==> config.mk <==
export PLATFORM = sky130hd
export DESIGN_NAME = alu_dr_stage_sync
export DESIGN_NICKNAME = d
export VERILOG_FILES = /design/src/rtl/alu_dr_stage_sync_pkg.sv /design/src/rtl/dr_result_fifo.sv /design/src/rtl/alu_dr_stage_sync.sv
export SDC_FILE = /design/constraint.sdc
export NUM_CORES = 1
export LEC_CHECK = 0
export CORE_ASPECT_RATIO = 0.6
export CORE_MARGIN = 1.5
export CORE_UTILIZATION = 45
export CTS_CLUSTER_SIZE = 12
export DETAILED_ROUTE_END_ITERATION = 16
export HOLD_SLACK_MARGIN = 0.05
export PLACE_DENSITY = 0.72
export SYNTH_ARGS = -nofsm -noshare
export SYNTH_HDL_FRONTEND = slang
export SYNTH_HIERARCHICAL = 1
export SYNTH_SLANG_ARGS = --single-unit
==> constraint.sdc <==
create_clock -name clk -period 4.3 [get_ports clk]
set_input_delay 0.645 -clock clk [delete_from_list [all_inputs] [get_ports clk]]
set_output_delay 0.645 -clock clk [all_outputs]
set_load 0.01 [all_outputs]
==> src/rtl/alu_dr_stage_sync_pkg.sv <==
// rtl/alu_dr_stage_sync_pkg.sv - dual-rail pair codes, ALU op codes, FSM states and pair helpers
package alu_dr_stage_sync_pkg;

  localparam logic [1:0] DR_NULL    = 2'b00;
  localparam logic [1:0] DR_ONE     = 2'b10;
  localparam logic [1:0] DR_ZERO    = 2'b01;
  localparam logic [1:0] DR_ILLEGAL = 2'b11;

  typedef enum logic [1:0] {
    OP_ADD = 2'd0,
    OP_SUB = 2'd1,
    OP_AND = 2'd2,
    OP_OR  = 2'd3
  } alu_op_e;

  typedef enum logic {
    IN_DATA,
    IN_RTZ
  } in_state_e;

  typedef enum logic [1:0] {
    OUT_IDLE,
    OUT_DATA,
    OUT_RTZ
  } out_state_e;

  function automatic logic [1:0] dr_encode(input logic b);
    return b ? DR_ONE : DR_ZERO;
  endfunction

  function automatic logic dr_decode(input logic [1:0] p);
    return p == DR_ONE;
  endfunction

  function automatic logic dr_is_valid(input logic [1:0] p);
    return p[1] ^ p[0];
  endfunction

  function automatic logic dr_is_null(input logic [1:0] p);
    return p == DR_NULL;
  endfunction

  function automatic logic dr_is_illegal(input logic [1:0] p);
    return p == DR_ILLEGAL;
  endfunction

endpackage

==> src/rtl/dr_result_fifo.sv <==
// rtl/dr_result_fifo.sv - result FIFO between the input and output handshakes
module dr_result_fifo #(
  parameter int W     = 11,
  parameter int DEPTH = 2
) (
  input  logic         clk,
  input  logic         rst_n,
  input  logic         push,
  input  logic [W-1:0] push_data,
  input  logic         pop,
  output logic [W-1:0] head,
  output logic         full,
  output logic         empty
);

  localparam int AW = (DEPTH > 1) ? $clog2(DEPTH) : 1;
  localparam int CW = AW + 1;

  logic [W-1:0]  mem_q [DEPTH];
  logic [AW-1:0] wr_ptr_q, wr_ptr_d;
  logic [AW-1:0] rd_ptr_q, rd_ptr_d;
  logic [CW-1:0] cnt_q, cnt_d;
  logic          do_push, do_pop;

  assign full  = (cnt_q == CW'(DEPTH));
  assign empty = (cnt_q == '0);
  assign head  = mem_q[rd_ptr_q];

  // A push into a full FIFO is accepted only when a pop retires the head in the same cycle.
  always_comb begin
    do_pop   = pop && !empty;
    do_push  = push && (!full || do_pop);
    wr_ptr_d = wr_ptr_q + AW'(do_push);
    rd_ptr_d = rd_ptr_q + AW'(do_pop);
    cnt_d    = cnt_q + CW'(do_push) - CW'(do_pop);
  end

  always_ff @(posedge clk or negedge rst_n) begin
    if (!rst_n) begin
      wr_ptr_q <= '0;
      rd_ptr_q <= '0;
      cnt_q    <= '0;
    end else begin
      wr_ptr_q <= wr_ptr_d;
      rd_ptr_q <= rd_ptr_d;
      cnt_q    <= cnt_d;
    end
  end

  always_ff @(posedge clk) begin
    if (do_push) mem_q[wr_ptr_q] <= push_data;
  end

endmodule

==> src/rtl/alu_dr_stage_sync.sv <==
// rtl/alu_dr_stage_sync.sv - clocked dual-rail ALU stage with four-phase handshakes on both sides
module alu_dr_stage_sync
  import alu_dr_stage_sync_pkg::*;
#(
  parameter int WIDTH = 8,
  parameter int DEPTH = 2
) (
  input  logic               clk,
  input  logic               rst_n,
  input  logic [2*WIDTH-1:0] a_dr,
  input  logic [2*WIDTH-1:0] b_dr,
  input  logic [3:0]         op_dr,
  output logic               ack_in,
  output logic [2*WIDTH-1:0] res_dr,
  output logic [1:0]         cout_dr,
  output logic [1:0]         neg_dr,
  output logic [1:0]         zero_dr,
  input  logic               ack_out,
  output logic               err
);

  localparam int IW    = 4*WIDTH + 4;
  localparam int NPAIR = IW / 2;
  localparam int FW    = WIDTH + 3;

  logic [IW-1:0] in_s1_q, in_s2_q, in_s3_q;
  logic          ack_s1_q, ack_s2_q;
  logic          cmp_q, cmp_d, null_q, null_d;
  logic          err_q, err_d;
  in_state_e     in_state_q, in_state_d;
  out_state_e    out_state_q, out_state_d;

  logic             all_valid, all_null, any_illegal;
  logic [WIDTH-1:0] a_v, b_v, res_v;
  logic [1:0]       op_v;
  logic [WIDTH:0]   sum_w, diff_w;
  logic             cout_v;
  logic [FW-1:0]    push_word, head;
  logic             push, pop, fifo_full, fifo_empty;

  always_ff @(posedge clk or negedge rst_n) begin
    if (!rst_n) begin
      in_s1_q     <= '0;
      in_s2_q     <= '0;
      in_s3_q     <= '0;
      ack_s1_q    <= 1'b0;
      ack_s2_q    <= 1'b0;
      cmp_q       <= 1'b0;
      null_q      <= 1'b0;
      err_q       <= 1'b0;
      in_state_q  <= IN_DATA;
      out_state_q <= OUT_IDLE;
    end else begin
      in_s1_q     <= {op_dr, b_dr, a_dr};
      in_s2_q     <= in_s1_q;
      in_s3_q     <= in_s2_q;
      ack_s1_q    <= ack_out;
      ack_s2_q    <= ack_s1_q;
      cmp_q       <= cmp_d;
      null_q      <= null_d;
      err_q       <= err_d;
      in_state_q  <= in_state_d;
      out_state_q <= out_state_d;
    end
  end

  always_comb begin
    all_valid   = 1'b1;
    all_null    = 1'b1;
    any_illegal = 1'b0;
    for (int i = 0; i < NPAIR; i++) begin
      all_valid   = all_valid & dr_is_valid(in_s2_q[2*i +: 2]);
      all_null    = all_null & dr_is_null(in_s2_q[2*i +: 2]);
      any_illegal = any_illegal | dr_is_illegal(in_s2_q[2*i +: 2]);
    end
    // A token or spacer only counts once the synced word has held still for a cycle.
    cmp_d  = all_valid && (in_s2_q == in_s3_q);
    null_d = all_null && (in_s2_q == in_s3_q);
    err_d  = err_q | any_illegal;
  end

  always_comb begin
    a_v = '0;
    b_v = '0;
    for (int i = 0; i < WIDTH; i++) begin
      a_v[i] = dr_decode(in_s2_q[2*i +: 2]);
      b_v[i] = dr_decode(in_s2_q[2*WIDTH + 2*i +: 2]);
    end
    op_v = {dr_decode(in_s2_q[4*WIDTH+2 +: 2]), dr_decode(in_s2_q[4*WIDTH +: 2])};
  end

  always_comb begin
    sum_w  = {1'b0, a_v} + {1'b0, b_v};
    diff_w = {1'b0, a_v} + {1'b0, ~b_v} + {{WIDTH{1'b0}}, 1'b1};
    res_v  = '0;
    cout_v = 1'b0;
    case (alu_op_e'(op_v))
      OP_ADD: {cout_v, res_v} = sum_w;
      OP_SUB: {cout_v, res_v} = diff_w;
      OP_AND: res_v = a_v & b_v;
      OP_OR:  res_v = a_v | b_v;
      default: res_v = '0;
    endcase
    push_word = {cout_v, res_v[WIDTH-1], (res_v == '0), res_v};
  end

  always_comb begin
    in_state_d = in_state_q;
    push       = 1'b0;
    case (in_state_q)
      IN_DATA: begin
        if (cmp_q && cmp_d && (!fifo_full || pop)) begin
          push       = 1'b1;
          in_state_d = IN_RTZ;
        end
      end
      IN_RTZ: begin
        if (null_q && null_d) in_state_d = IN_DATA;
      end
      default: in_state_d = IN_DATA;
    endcase
  end

  always_comb begin
    out_state_d = out_state_q;
    pop         = 1'b0;
    case (out_state_q)
      OUT_IDLE: begin
        if (!fifo_empty) out_state_d = OUT_DATA;
      end
      OUT_DATA: begin
        if (ack_s2_q) begin
          pop         = 1'b1;
          out_state_d = OUT_RTZ;
        end
      end
      OUT_RTZ: begin
        if (!ack_s2_q) out_state_d = fifo_empty ? OUT_IDLE : OUT_DATA;
      end
      default: out_state_d = OUT_IDLE;
    endcase
  end

  // The head entry is only stable while in OUT_DATA, so every other state shows the spacer.
  always_comb begin
    res_dr  = '0;
    cout_dr = DR_NULL;
    neg_dr  = DR_NULL;
    zero_dr = DR_NULL;
    if (out_state_q == OUT_DATA) begin
      for (int i = 0; i < WIDTH; i++) res_dr[2*i +: 2] = dr_encode(head[i]);
      cout_dr = dr_encode(head[WIDTH+2]);
      neg_dr  = dr_encode(head[WIDTH+1]);
      zero_dr = dr_encode(head[WIDTH]);
    end
  end

  assign ack_in = (in_state_q == IN_RTZ);
  assign err    = err_q;

  dr_result_fifo #(
    .W     (FW),
    .DEPTH (DEPTH)
  ) u_fifo (
    .clk       (clk),
    .rst_n     (rst_n),
    .push      (push),
    .push_data (push_word),
    .pop       (pop),
    .head      (head),
    .full      (fifo_full),
    .empty     (fifo_empty)
  );

endmodule
### After elaboration in Yosys (flattened, before gate mapping)

Memories as Yosys holds them, arrays and structs flattened.
Index checks and enable logic that the tools add are counted.

| operators by class | value |
|---|---|
| multiply operators | 0 |
| shifts and indexed selects | 0 |
| equal/unequal tests | 46 |
| magnitude comparators | 0 |
| multiplexer cells | 30 |
| $add $sub $neg | 7 |
| reductions and logical operators | 34 |
| bitwise logic cells | 74 |
| div/mod/pow operators | 0 |

Operators by type and width:

| kind | count |
|---|---|
| $eq 2x2->1 const B | 40 |
| $logic_not 2->1 | 21 |
| $eq 36x36->1 | 1 |
| $and 1x1->1 | 34 |
| $mux 2 | 17 |
| $pmux 8 s4 | 1 |
| $add 8x8->9 | 2 |
| $or 1x1->1 | 18 |
| $xor 1x1->1 | 18 |
| $mux 16 | 1 |
| $add 9x1->9 const B | 1 |
| $and 8x8->8 | 1 |
| $logic_not 8->1 | 1 |
| $mux 1 | 8 |
| $not 8->8 | 1 |
| $or 8x8->8 | 1 |
| $logic_and 1x1->1 | 7 |
| $ne 2x2->1 const B | 3 |
| $pmux 2 s3 | 1 |
| $eq 2x1->1 const B | 2 |
| $pmux 1 s2 | 2 |
| $reduce_and 3->1 | 1 |
| $add 1x1->1 | 2 |
| $add 2x1->2 | 1 |
| 4 further kinds | 6 |

| storage, ports and cells | value |
|---|---|
| flip-flop bits (word level) | 120 |
| output and inout port bits | 24 |
| latch bits | 0 |
| memory bits (read-only) | 0 |
| memory bits (writable) | 22 |
| logic and storage cells | 205 |
| memories kept | 1 |

Memory list:

| name | words | bits a word | rd ports | clocked after memory_dff | write ports | line | RTL |
|---|---|---|---|---|---|---|---|
| u_fifo.mem_q | 2 | 11 | 1 | 0 | 1 | dr_result_fifo.sv:19 | `logic [W-1:0] mem_q [DEPTH];` |

### Depth between registers and ports, before layout

Gate-level depths: netlist of the first run.

| depth | value |
|---|---|
| depth in word-level cells | 26 |
| mapped depth | 12 |

### Cells and area by module

Netlist of the first run, hierarchy kept.

By module, submodules not included:

| module | times used | area each (µm²) | sequential area each (µm²) | cells each |
|---|---|---|---|---|
| alu_dr_stage_sync | 1 | 5,515.3 | 2,902.8 | 459 |
| dr_result_fifo | 1 | 1,051.0 | 760.7 | 54 |

### Worst setup path before layout of the first run

Ideal clock, no wire load.

| timing path | value |
|---|---|
| path type | reg2reg |
| start | register in_s2_q[16] |
| end | memory u_fifo.mem_q[0][8] (data pin) |
| path buffers | 0 |
| cell stages (with the launch flop) | 11 |
| slack | 1.513 ns |
| data arrival time | 2.606 ns |
| required time | 4.118 ns |
| cell sequence | dfrtp_1 -> inv_1 -> ha_1 -> ha_1 -> fa_1 -> nor3b_2 -> o311a_1 -> nor4_2 -> o21ai_1 -> a31o_1 -> nor4_2 |

| on the way | value |
|---|---|
| longest elaborated chain between the ends | 6 |
| elaborated cells on any way between the ends | 9 |
| classes of those cells | add/sub: 3; eq/ne: 1; mux: 1; bitwise: 3; reduce/logical: 1 |

Ends and longest elaborated chain:

| element | line | RTL |
|---|---|---|
| start: declaration | alu_dr_stage_sync.sv:26 | `logic [IW-1:0] in_s1_q, in_s2_q, in_s3_q;` |
| start signal: assignment | alu_dr_stage_sync.sv:55 | `in_s2_q <= in_s1_q;` |
| $eq 2x2->1 * | alu_dr_stage_sync_pkg.sv:32 | `return p == DR_ONE;` |
| $not 8->8 | alu_dr_stage_sync.sv:94 | `diff_w = {1'b0, a_v} + {1'b0, ~b_v} + {{WIDTH{1'b0}}, 1'b1};` |
| $add 8x8->9 | alu_dr_stage_sync.sv:94 |  |
| $add 9x1->9 | alu_dr_stage_sync.sv:94 |  |
| $pmux 8 s4 * | alu_dr_stage_sync.sv:97 | `case (alu_op_e'(op_v))` |
| net push_word[6] | alu_dr_stage_sync.sv:38 | `logic [FW-1:0] push_word, head;` |
| $logic_not 8->1 * | alu_dr_stage_sync.sv:104 | `push_word = {cout_v, res_v[WIDTH-1], (res_v == '0), res_v};` |
| net push_word[8] | alu_dr_stage_sync.sv:38 |  |
| end: declaration | dr_result_fifo.sv:19 |  |

The timed path passes the listed nets; every way through them passes the cells marked *.

### Worst setup path in the final report of the first run

| timing path | value |
|---|---|
| start | register in_s2_q[8] |
| end | memory u_fifo.mem_q[0][8] (data pin) |

| on the way | value |
|---|---|
| longest elaborated chain between the ends | 5 |
| elaborated cells on any way between the ends | 8 |
| classes of those cells | add/sub: 3; eq/ne: 1; mux: 1; bitwise: 2; reduce/logical: 1 |

Ends and longest elaborated chain:

| element | line |
|---|---|
| $eq 2x2->1 * | alu_dr_stage_sync_pkg.sv:32 |
| $add 8x8->9 | alu_dr_stage_sync.sv:94 |
| $add 9x1->9 | alu_dr_stage_sync.sv:94 |
| $pmux 8 s4 * | alu_dr_stage_sync.sv:97 |
| net push_word[7] | alu_dr_stage_sync.sv:38 |
| $logic_not 8->1 * | alu_dr_stage_sync.sv:104 |
| net push_word[8] | alu_dr_stage_sync.sv:38 |

Marks and branches as above.

==> key figures, run 1 <==
Outcome
  – Outcome: finished clean

Synth
  – Area leader, netlist: dfrtp_1
  – Post-synth cell types: 55
  – Post-Syn Area: ~6600 µm²
  – Synthesized Nets: approximately 640
  – Post-synthesis sequential area ratio: 55.79%
  – Yosys top cell area share: a little under half
  – Syn avg cell area: about 13 µm²
  – Ys flop type: dfrtp_1
  – Synth warn: 6
  – #FFs+latches synth: approximately 140
  – Top post-synthesis cells by area: dfrtp_1 46%, ha_1 16%, edfxtp_1 10%, inv_1 3.9%, xor2_1 3.9%
  – Fraction of registers with async set/reset: a little over four fifths
  – Synthesized instance count: just over 500
  – Number of synthesized flops with an enable pin: 22

CTS
  – Resize count post-CTS: 0
  – CTS Buffer Depth: 2
  – TritonCTS clock tree: built
  – Clock-pin slew on the worst setup and hold paths: 60 ps
  – TritonCTS buffer count: 17
  – CTS Root Cell: clkbuf_16
  – Worst-Skew Late Latency: around 420 ps
  – CTS hold repair buffers: 0
  – # clock sinks: around 140
  – CTS HTree Levels: 4
  – Post-CTS setup buffer count: 0

STA
  – Relative slew margins: between 30% and 40%
  – F_max: 294.9 MHz
  – Tcrit/Tclk final: between 70% and 80%
  – Worst clock skew: 11.86 ps
  – Final setup violation count: 0
  – Post-layout min period: 3391 ps
  – Worst-Margin Slew: between 900 and 1000 ps
  – Unrepaired setup endpoints after global routing: no
  – Worst Setup Slack, final: about 910 ps
  – Fin. Hold Viols: 0
  – Setup TNS: 0 ps
  – Fin. max-slew vios: 0

Worst setup path
  – Critical path class: flop to flop
  – CP Cell Sequence: inv_1, ha_1, inv_1, ha_1, inv_1, a221oi_1, a31oi_1, a31oi_1, o221ai_1, nor4_2
  – Worst Path Buf+Inv: 3
  – Worst path slowest cell: a221oi_1
  – CP max FO: 10
  – Worst endpoint required time: around 4500 ps
  – CP Capture Type: flop
  – Most frequent CP cell: inv_1
  – Critical Path Start Type: flop
  – CP peak stage delay: ~520 ps
  – Top delay family on crit path: compound AO/OA/AOI/OAI gates
  – Crit path arrival time: between 3000 and 4000 ps

Placement
  – Gpl congestion: 0.9356
  – Setup slack at placement: roughly 1100 ps
  – Port bufs: 62
  – Post-DP HPWL: around 9600 µm

Detailed routing
  – Initial drt markers: roughly 210
  – Avg WL per Cell: between 15 and 20 µm
  – Vias/cell: ~4.9
  – Post-route DRC: 0
  – Via Count: 3897
  – Routed WL: around 13000 µm
  – First-pass iteration count of the detailed router: 5
  – Remaining antenna violation count: 0

Global route
  – Vias in the first global route: 4001
  – GRT overflow: 0
  – Initial antenna violation count: 0
  – First-pass GRT wire length: between 20000 and 25000 µm
  – GRT Total Usage: between 10% and 20%
  – Largest net degree at the start of global routing: 44

Final layout
  – Commonest non-fill, non-tap cell in the layout: dfrtp_1
  – Layout cell share with drive strength beyond 1: between 8 and 9%
  – # fillers: approximately 1200
  – Final #Nets: 711
  – Area Overhead vs Synth: 21.15%
  – Diodes inserted: 0
  – Commonest cells after routing, fill and taps aside: 120 x dfrtp_1, 82 x ha_1, 68 x inv_1

Power and ir drop
  – Switch Pwr: between 0.0007 and 0.0008 W
  – Share of total power in the clock network: between 40% and 50%
  – Combinational share of power: 8.6%
  – Cell internal pwr: 0.002319 W
  – Power per Cell Area: around 400 nW/µm²
  – Peak VDD IR: about 0.26 mV
  – Switching Fraction: between 20 and 30%
  – P_leak: between 3 and 4 nW
  – Seq pwr share: between 40% and 50%

Floorplan
  – Row count: 33
  – Starting Density: about 47%
  – Die ar.: 15350 µm²
  – Die width: approximately 160 µm
  – Die Ht: 96.57 µm
  – I/O Pins: 63
  – Core Area: 13960 µm²

Job
  – Max-Cap Viols: 0

Min path
  – HP Class: input pin to asynchronous set/reset pin
## cells in the mapped netlist, drive strengths merged, types with 2 or more instances
cell type  instances
nor4              16
and2              13
o211ai             3
fa                 2
a21oi              5
a21o               3
nand3              4
mux2i              4
a211o              2
or2                3
nand2              9
nor2b              9
a221oi             2
o21bai             2
clkbuf             3
nor2              21
o21ai              9
xor2              29
and4               2
mux2              11
edfxtp            22
ha                82
o22ai              2
dfrtp            120
a211oi             2
nor3               3
nand4             10
o21a               5
inv               68
a31oi              5
and3               2
buf                5
xnor2             12
nand2b             5
or4                2
## sequential cells by signal, indices dropped and copies added (netlist names)
signal and count:
null_q 1, out_state_q 2, in_s1_q 36, cmp_q 1, err 1, ack_s2_q 1
u_fifo/wr_ptr_q 1, u_fifo/mem_q 22, in_s2_q 36, ack_in 1, u_fifo/rd_ptr_q 1, in_s3_q 36
u_fifo/cnt_q 2, ack_s1_q 1
## power groups by stage
stage          registers, W  clock network, W  logic (W)
2_1_floorplan       0.00148                 0   0.000156
3_3_place_gp        0.00149                 0   0.000254
3_5_place_dp        0.00149                 0   0.000264
4_1_cts             0.00147           0.00141   0.000268
5_1_grt             0.00147           0.00147   0.000301
6_report            0.00147           0.00137   0.000268
## stage by stage
step	std cells	instance area, µm²	utilization [%]	hold WS [ps]	power [W]
finish	793	7955	57.00	169.3	0.003108
CTS	793	7955	57.00	185.4	0.003143
detailed placement	761	7391	52.96	334.7	0.001755
global placement	761	7391	52.96	332.3	0.001742
global route	793	7955	57.00	200.2	0.003245
floorplan	513	6566	-	331.2	0.001632
## final timing paths
kind / from / to / slack (ps) / cells past startpoint
worst max-delay path: in_s2_q[8]$_DFF_PN0_ / u_fifo/mem_q[0][8]$_DFFE_PP_ / 910 / 10
worst min-delay path: rst_n / in_s1_q[32]$_DFF_PN0_ / 170 / 1
min in group clk: in_s1_q[22]$_DFF_PN0_ / in_s2_q[22]$_DFF_PN0_ / 350 / 0
max in group asynchronous: rst_n / in_s1_q[29]$_DFF_PN0_ / 3190 / 2
worst max register to register: in_s2_q[8]$_DFF_PN0_ / u_fifo/mem_q[0][8]$_DFFE_PP_ / 910 / 10
worst min register to register: in_s1_q[22]$_DFF_PN0_ / in_s2_q[22]$_DFF_PN0_ / 350 / 0
## layer usage
metal	part of all wire (%)	vias to the layer above	wire [µm]	GRT usage, %
li1	-	1872	-	-
met1	51	1912	6563	26.80
met2	43	99	5513	27.67
met3	4.8	14	610	4.823
met4	0.70	0	90	5.267
met5	0	-	0	0
## cell type report
class                      count  area (µm²)  area share (%)
tap                          192       240.2           3.020
timing repair buffer          64       633.1           7.958
inverter                      68       255.2           3.209
sequential                   142        3664           46.05
clock inverter                13       121.4           1.526
multi-input combinational    295        2599           32.67
clock buffer                  19       442.9           5.568
## kinds of logic (layout without fill, tap and decap cells)
family | after synthesis | in the layout | synth area share, %
AO/OA/AOI/OAI | 53 | 53 | 5.774
XOR/XNOR | 41 | 41 | 5.469
adder cells (fa/ha/maj) | 84 | 84 | 16.23
buffers and inverters | 76 | 164 | 4.630
flip-flops | 142 | 142 | 55.79
multiplexers | 16 | 16 | 3.354
AND/OR/NAND/NOR | 101 | 101 | 8.746
Note: power is estimated with default switching activity, not from simulation.
==> run 2, diff against run 1 <==
--- a/config.mk
+++ b/config.mk
@@ -11,7 +11,7 @@
 export CTS_CLUSTER_SIZE = 12
 export DETAILED_ROUTE_END_ITERATION = 16
 export HOLD_SLACK_MARGIN = 0.05
-export PLACE_DENSITY = 0.72
+export PLACE_DENSITY = 0.75
 export SYNTH_ARGS = -nofsm -noshare
 export SYNTH_HDL_FRONTEND = slang
 export SYNTH_HIERARCHICAL = 1
==> constraint.sdc (replaced) <==
create_clock -name clk -period 3 [get_ports clk]
set_input_delay 0.45 -clock clk [delete_from_list [all_inputs] [get_ports clk]]
set_output_delay 0.45 -clock clk [all_outputs]
set_load 0.01 [all_outputs]
==> key figures, run 2 (synthesis gave the netlist of run 1 again) <==
Final layout
  – Layout cell share with drive strength beyond 1: 16.88% (+8.2 points)
  – Diodes inserted: 0 (unchanged)
  – Top Registers: in_s1_q (36), in_s2_q (36), in_s3_q (36)
  – Commonest cells after routing, fill and taps aside: 119 x dfrtp_1, 76 x ha_1, 68 x inv_1
  – Register area: 3665 µm² (about the same)
  – Multi-input logic area: 2684 µm² (+3.3%)
  – Final #Nets: 745 (+4.8%)
  – # fillers: 1124 (-3.1%)
  – Core Util, Final: 59.80% (+2.8 points)
  – Cell area after layout: 8346 µm² (+4.9%)
  – Area Overhead vs Synth: 27.10%
  – Commonest non-fill, non-tap cell in the layout: dfrtp_1

Power and ir drop
  – Share of total power in the clock network: 44.7% (+0.5 points)
  – Peak VDD IR: 0.3526 mV (+33%)
  – Seq pwr share: 45.8% (-1.3 points)
  – P_leak: 3.848 nW (+4.7%)
  – Combinational share of power: 9.5% (+0.9 points)
  – Total Power: 0.004570 W (+47%)
  – Switch Pwr: 0.001158 W (+47%)
  – Power per Cell Area: 547.6 nW/µm² (+40%)
  – Switching Fraction: 25.33% (-0.031 points)
  – Cell internal pwr: 0.003412 W (+47%)

STA
  – Worst clock skew: 14.47 ps (+2.611 ps)
  – Setup TNS: 0 ps (unchanged)
  – F_max: 352.6 MHz (+20%)
  – Fin. Hold Viols: 0 (unchanged)
  – Final setup violation count: 0 (unchanged)
  – Relative slew margins: 55.36% (+17 points)
  – Hold Slack: 344.1 ps (+174.8 ps)
  – Tcrit/Tclk final: 94.55% (+16 points)
  – Post-layout min period: 2836 ps (-555.1 ps)
  – Fin. max-slew vios: 0 (unchanged)
  – Worst-Margin Slew: 669.6 ps (-254.0 ps)

Detailed routing
  – First-pass iteration count of the detailed router: 4 (-1)
  – Remaining antenna violation count: 0 (unchanged)
  – Via Count: 4014 (+3.0%)
  – Routed WL: 13230 µm (+3.6%)
  – Post-route DRC: 0 (unchanged)
  – Avg WL per Cell: 16.02 µm (-0.58%)
  – Initial drt markers: 235 (+9.8%)
  – Vias/cell: 4.860 (-1.1%)

Placement
  – Post-DP HPWL: 9899 µm (+2.9%)
  – Gpl congestion: 0.9351 (about the same)
  – Port bufs: 62 (unchanged)
  – Post-placement cell area: 7639 µm² (+3.4%)

CTS
  – CTS HTree Levels: 4 (unchanged)
  – Worst-Skew Late Latency: 420 ps (about the same)
  – TritonCTS clock tree: built
  – CTS Buffer Depth: 2 (unchanged)
  – # clock sinks: 142 (unchanged)
  – Clock-pin slew on the worst setup and hold paths: 60 ps (about the same)
  – TritonCTS buffer count: 17 (unchanged)
  – CTS Root Cell: clkbuf_16

Global route
  – GRT Total Usage: 18.89% (+0.35 points)
  – Vias in the first global route: 4124 (+3.1%)
  – Largest net degree at the start of global routing: 63 (+43%)
  – GRT overflow: 0 (unchanged)
  – First-pass GRT wire length: 21600 µm (+1.7%)
  – Initial antenna violation count: 0 (unchanged)

Worst setup path
  – Worst R2R End: u_fifo/mem_q[1][8]$_DFFE_PP_
  – CP Capture Type: flop
  – Critical path class: flop to flop
  – Worst path slowest cell: fa_2
  – CP peak stage delay: 410 ps (-110 ps)
  – Critical Path Start Type: flop
  – CP max FO: 3 (-7)
  – CP Launch Point: in_s2_q[16]$_DFF_PN0_
  – Critical Path End: u_fifo/mem_q[1][8]$_DFFE_PP_
  – CP Cell Sequence: inv_1, ha_1, ha_2, fa_2, nor3b_2, o311a_1, nor4_2, o21ai_1, a31o_1, nor4_2
  – Crit path arrival time: 3060 ps (-530 ps)
  – Most frequent CP cell: nor4_2
  – R2R Path Start: in_s2_q[16]$_DFF_PN0_
  – Cells on worst reg2reg path: 10 (unchanged)
  – Worst endpoint required time: 3230 ps (-1270 ps)
  – R2R setup slack: 160 ps (-740 ps)

Floorplan
  – Core Area: 13960 µm² (unchanged)
  – Die ar.: 15350 µm² (unchanged)
  – Die width: 158.9 µm (unchanged)
  – Row count: 33 (unchanged)
  – I/O Pins: 63 (unchanged)
  – Starting Density: 47.05% (unchanged)
  – Die Ht: 96.57 µm (unchanged)

Outcome
  – Outcome: finished clean

Job
  – Max-Cap Viols: 0 (unchanged)

Min path
  – HP Class: flop to flop
-- run 2: cell count changes in the layout (fill, tap and decap cells not counted), sizes merged --
cell	previous run	this run
buf	3	36
bufinv	0	1
clkbuf	19	17
clkinv	3	1
clkinvlp	2	3
dlygate4sd3	0	1
inv	76	77
-- run 2: worst min-delay path by stage --
stage | start | to | slack, ps | cells past startpoint
2_1_floorplan | rst_n | ack_in$_DFF_PN0_ | 150 | 0
3_3_place_gp | in_s1_q[34]$_DFF_PN0_ | in_s2_q[34]$_DFF_PN0_ | 330 | 0
3_5_place_dp | in_s1_q[15]$_DFF_PN0_ | in_s2_q[15]$_DFF_PN0_ | 330 | 0
4_1_cts | in_s1_q[5]$_DFF_PN0_ | in_s2_q[5]$_DFF_PN0_ | 350 | 0
5_1_grt | in_s1_q[35]$_DFF_PN0_ | in_s2_q[35]$_DFF_PN0_ | 350 | 0
6_report | in_s1_q[5]$_DFF_PN0_ | in_s2_q[5]$_DFF_PN0_ | 340 | 0
-- run 2: metrics by stage --
stage          std cells  setup WS (ps)
3_5_place_dp         789          9.374
2_1_floorplan        513          212.6
6_report             826          163.6
4_1_cts              821          35.16
5_1_grt              826         -1.119
3_3_place_gp         789          142.9
-- run 2: critical path, delay by kind of cell (launching register included) --
kind / cells / cell delay (ps)
fa+ha+maj: 3 / 850
compound gates: 3 / 690
simple gates: 3 / 690
flops: 1 / 360
buf+inv: 1 / 70
-- run 2: layout make-up --
| class | instances | share of cell area, % |
|---|---|---|
| sequential | 142 | 43.91 |
| clock inverter | 14 | 1.769 |
| timing repair buffer | 98 | 11.12 |
| multi-input combinational | 295 | 32.16 |
| clock buffer | 17 | 5.097 |
| tap | 192 | 2.879 |
| inverter | 68 | 3.058 |
-- run 2: timing repair --
action,in CTS,in global routing
buffers inserted,0,5
endpoints found under the hold margin,27,0
resized for setup,3,20
hold buffers,1,0
pin swaps,1,15
setup endpoints to repair,3,9
-- run 2: power by group through the flow --
| stage | registers, W | clock network (W) | logic, W |
|---|---|---|---|
| finish | 0.00209 | 0.00204 | 0.000433 |
| global route | 0.00210 | 0.00219 | 0.000484 |
| floorplan | 0.00212 | 0 | 0.000223 |
| CTS | 0.00209 | 0.00210 | 0.000421 |
| global placement | 0.00212 | 0 | 0.000401 |
| detailed placement | 0.00213 | 0 | 0.000412 |
-- run 2: metal layers --
metal / track usage, % / part of all wire [%] / vias up
met2: 27.74 / 42 / 86
met1: 27.86 / 52 / 1983
li1: - / - / 1937
met5: 0 / 0 / -
met3: 4.353 / 5.2 / 8
met4: 5.818 / 0.83 / 0
==> run 3, diff against run 2 <==
--- a/config.mk
+++ b/config.mk
@@ -11,7 +11,7 @@
 export CTS_CLUSTER_SIZE = 12
 export DETAILED_ROUTE_END_ITERATION = 16
 export HOLD_SLACK_MARGIN = 0.05
-export PLACE_DENSITY = 0.75
+export PLACE_DENSITY = 0.68
 export SYNTH_ARGS = -nofsm -noshare
 export SYNTH_HDL_FRONTEND = slang
 export SYNTH_HIERARCHICAL = 1
==> key figures, run 3 (synthesis gave the netlist of run 1 again) <==
Floorplan
  – Core Area: 13960 µm² (unchanged)
  – Die Ht: 96.57 µm (unchanged)
  – Die width: 158.9 µm (unchanged)
  – I/O Pins: 63 (unchanged)
  – Row count: 33 (unchanged)
  – Die ar.: 15350 µm² (unchanged)
  – Starting Density: 47.05% (unchanged)

CTS
  – # clock sinks: 142 (unchanged)
  – CTS Root Cell: clkbuf_16
  – Post-CTS setup buffer count: 0 (unchanged)
  – Worst-Skew Late Latency: 420 ps (about the same)
  – CTS Buffer Depth: 2 (unchanged)
  – Clock-pin slew on the worst setup and hold paths: 60 ps (about the same)
  – TritonCTS buffer count: 17 (unchanged)
  – CTS HTree Levels: 4 (unchanged)
  – TritonCTS clock tree: built

Worst setup path
  – Critical Path Start Type: flop
  – Worst R2R End: u_fifo/mem_q[0][8]$_DFFE_PP_
  – CP max FO: 4 (+1)
  – Crit path arrival time: 3060 ps (about the same)
  – R2R setup slack: 180 ps (+20 ps)
  – Critical path class: flop to flop
  – CP Capture Type: flop
  – Cells on worst reg2reg path: 10 (unchanged)
  – R2R Path Start: in_s2_q[16]$_DFF_PN0_
  – Worst endpoint required time: 3240 ps (about the same)

Global route
  – First-pass GRT wire length: 21480 µm (-0.55%)
  – GRT Total Usage: 18.83% (-0.061 points)
  – Largest net degree at the start of global routing: 65 (+3.2%)
  – Vias in the first global route: 4068 (-1.4%)
  – Initial antenna violation count: 0 (unchanged)
  – GRT overflow: 0 (unchanged)

Placement
  – Cells after DPL: 784 (-0.63%)
  – Post-placement cell area: 7601 µm² (-0.49%)
  – Gpl congestion: 0.8881 (-5.0%)
  – Post-DP HPWL: 9883 µm (-0.16%)
  – Port bufs: 62 (unchanged)

Outcome
  – Outcome: finished clean

Power and ir drop
  – Total Power: 0.004651 W (+1.8%)
  – P_leak: 3.813 nW (-0.89%)
  – Peak VDD IR: 0.3368 mV (-4.5%)
  – Power per Cell Area: 562.5 nW/µm² (+2.7%)

Min path
  – Hold path start: in_s1_q[26]$_DFF_PN0_
  – Worst hold path cell count: 0 (unchanged)
  – HP Class: flop to flop
  – Hold path endpoint: in_s2_q[26]$_DFF_PN0_

Final layout
  – # fillers: 1160 (+3.2%)
  – Core Util, Final: 59.24% (-0.56 points)
  – Diodes inserted: 0 (unchanged)
  – Top Registers: in_s1_q (36), in_s2_q (36), in_s3_q (36)
  – Non-filler cells in the finished layout: 816 (-1.2%)
  – Final #Nets: 735 (-1.3%)
  – Commonest non-fill, non-tap cell in the layout: dfrtp_1
  – Layout cell share with drive strength beyond 1: 14.10% (-2.8 points)
  – Area Overhead vs Synth: 25.91%
  – Cell area after layout: 8268 µm² (-0.93%)
  – Commonest cells after routing, fill and taps aside: 120 x dfrtp_1, 77 x ha_1, 68 x inv_1

STA
  – Tcrit/Tclk final: 93.99% (-0.56 points)
  – Fin. max-slew vios: 0 (unchanged)
  – Unrepaired setup endpoints after global routing: no
  – Final setup violation count: 0 (unchanged)
  – Setup TNS: 0 ps (unchanged)
  – Post-layout min period: 2820 ps (-16.72 ps)
  – Worst clock skew: 6.452 ps (-8.018 ps)
  – Fin. Hold Viols: 0 (unchanged)
  – Worst-Margin Slew: 737.0 ps (+67.40 ps)
  – Relative slew margins: 50.87% (-4.5 points)
  – F_max: 354.7 MHz (+0.59%)

Detailed routing
  – Remaining antenna violation count: 0 (unchanged)
  – Routed WL: 13200 µm (-0.26%)
  – Via Count: 4019 (+0.12%)
  – Initial drt markers: 226 (-3.8%)
  – First-pass iteration count of the detailed router: 4 (unchanged)
  – Vias/cell: 4.925 (+1.4%)
  – Avg WL per Cell: 16.17 µm (+0.96%)
  – Post-route DRC: 0 (unchanged)

Job
  – Max-Cap Viols: 0 (unchanged)
==> run 3: metal layers <==
metal	share of wire, %	global-route usage, %	vias up	wire (µm)
li1	-	-	1922	-
met1	51	26.84	1990	6750
met2	42	27.74	101	5593
met3	5.8	6.487	6	765
met4	0.67	4.324	0	88
met5	0	0	-	0
==> run 3: report_power, final <==
part | switching (W) | internal, W | total (W)
combinational | 0.000226 | 0.000195 | 0.000421
sequential | 0.0000544 | 0.00204 | 0.00209
clock | 0.000879 | 0.00126 | 0.00213
total | 0.00116 | 0.00349 | 0.00465
==> run 3: through the flow <==
step           setup slack (ps)  hold slack [ps]
6_report                  180.4            346.7
3_5_place_dp              26.25            334.7
3_3_place_gp              114.5            331.4
2_1_floorplan             212.6            154.4
4_1_cts                   61.09            346.8
5_1_grt                   20.79            356.2
==> run 3: layout make-up <==
type                    count  area, µm²  share of cell area (%)
multi-input cells         295       2658                   32.14
clock buffers              17      425.4                   5.145
well taps                 192      240.2                   2.906
flip-flops and latches    142       3664                   44.31
clock inverters            14      172.7                   2.088
inverters                  68      255.2                   3.087
repair buffers             88      853.3                   10.32
==> run 3: worst max-delay path by stage <==
stage / start / endpoint / slack [ps] / cells after the start
final: in_s2_q[16]$_DFF_PN0_ / u_fifo/mem_q[0][8]$_DFFE_PP_ / 180 / 10
after global routing: in_s2_q[8]$_DFF_PN0_ / u_fifo/mem_q[1][8]$_DFFE_PP_ / 20 / 10
after global placement: in_s2_q[16]$_DFF_PN0_ / u_fifo/mem_q[0][8]$_DFFE_PP_ / 110 / 10
after detailed placement: in_s2_q[16]$_DFF_PN0_ / u_fifo/mem_q[1][8]$_DFFE_PP_ / 30 / 10
after CTS: in_s2_q[16]$_DFF_PN0_ / u_fifo/mem_q[1][8]$_DFFE_PP_ / 60 / 10
after floorplan: in_s2_q[16]$_DFF_PN0_ / u_fifo/mem_q[0][8]$_DFFE_PP_ / 210 / 10
==> run 3: critical path, cell delays in order, from the launching register on <==
cell     delay [ps]
dfrtp_1         350
inv_1            70
ha_1            240
ha_2            220
fa_2            420
nor3b_2         180
o311a_1         370
nor4_2          160
o21ai_1          90
a31o_1          280
nor4_4          270
==> run 3: repair_timing <==
action,in CTS,in global routing
endpoints found under the setup margin,2,7
pin swaps,0,1
gates resized for setup,1,13
endpoints found under the hold margin,17,0
hold buffers,1,0
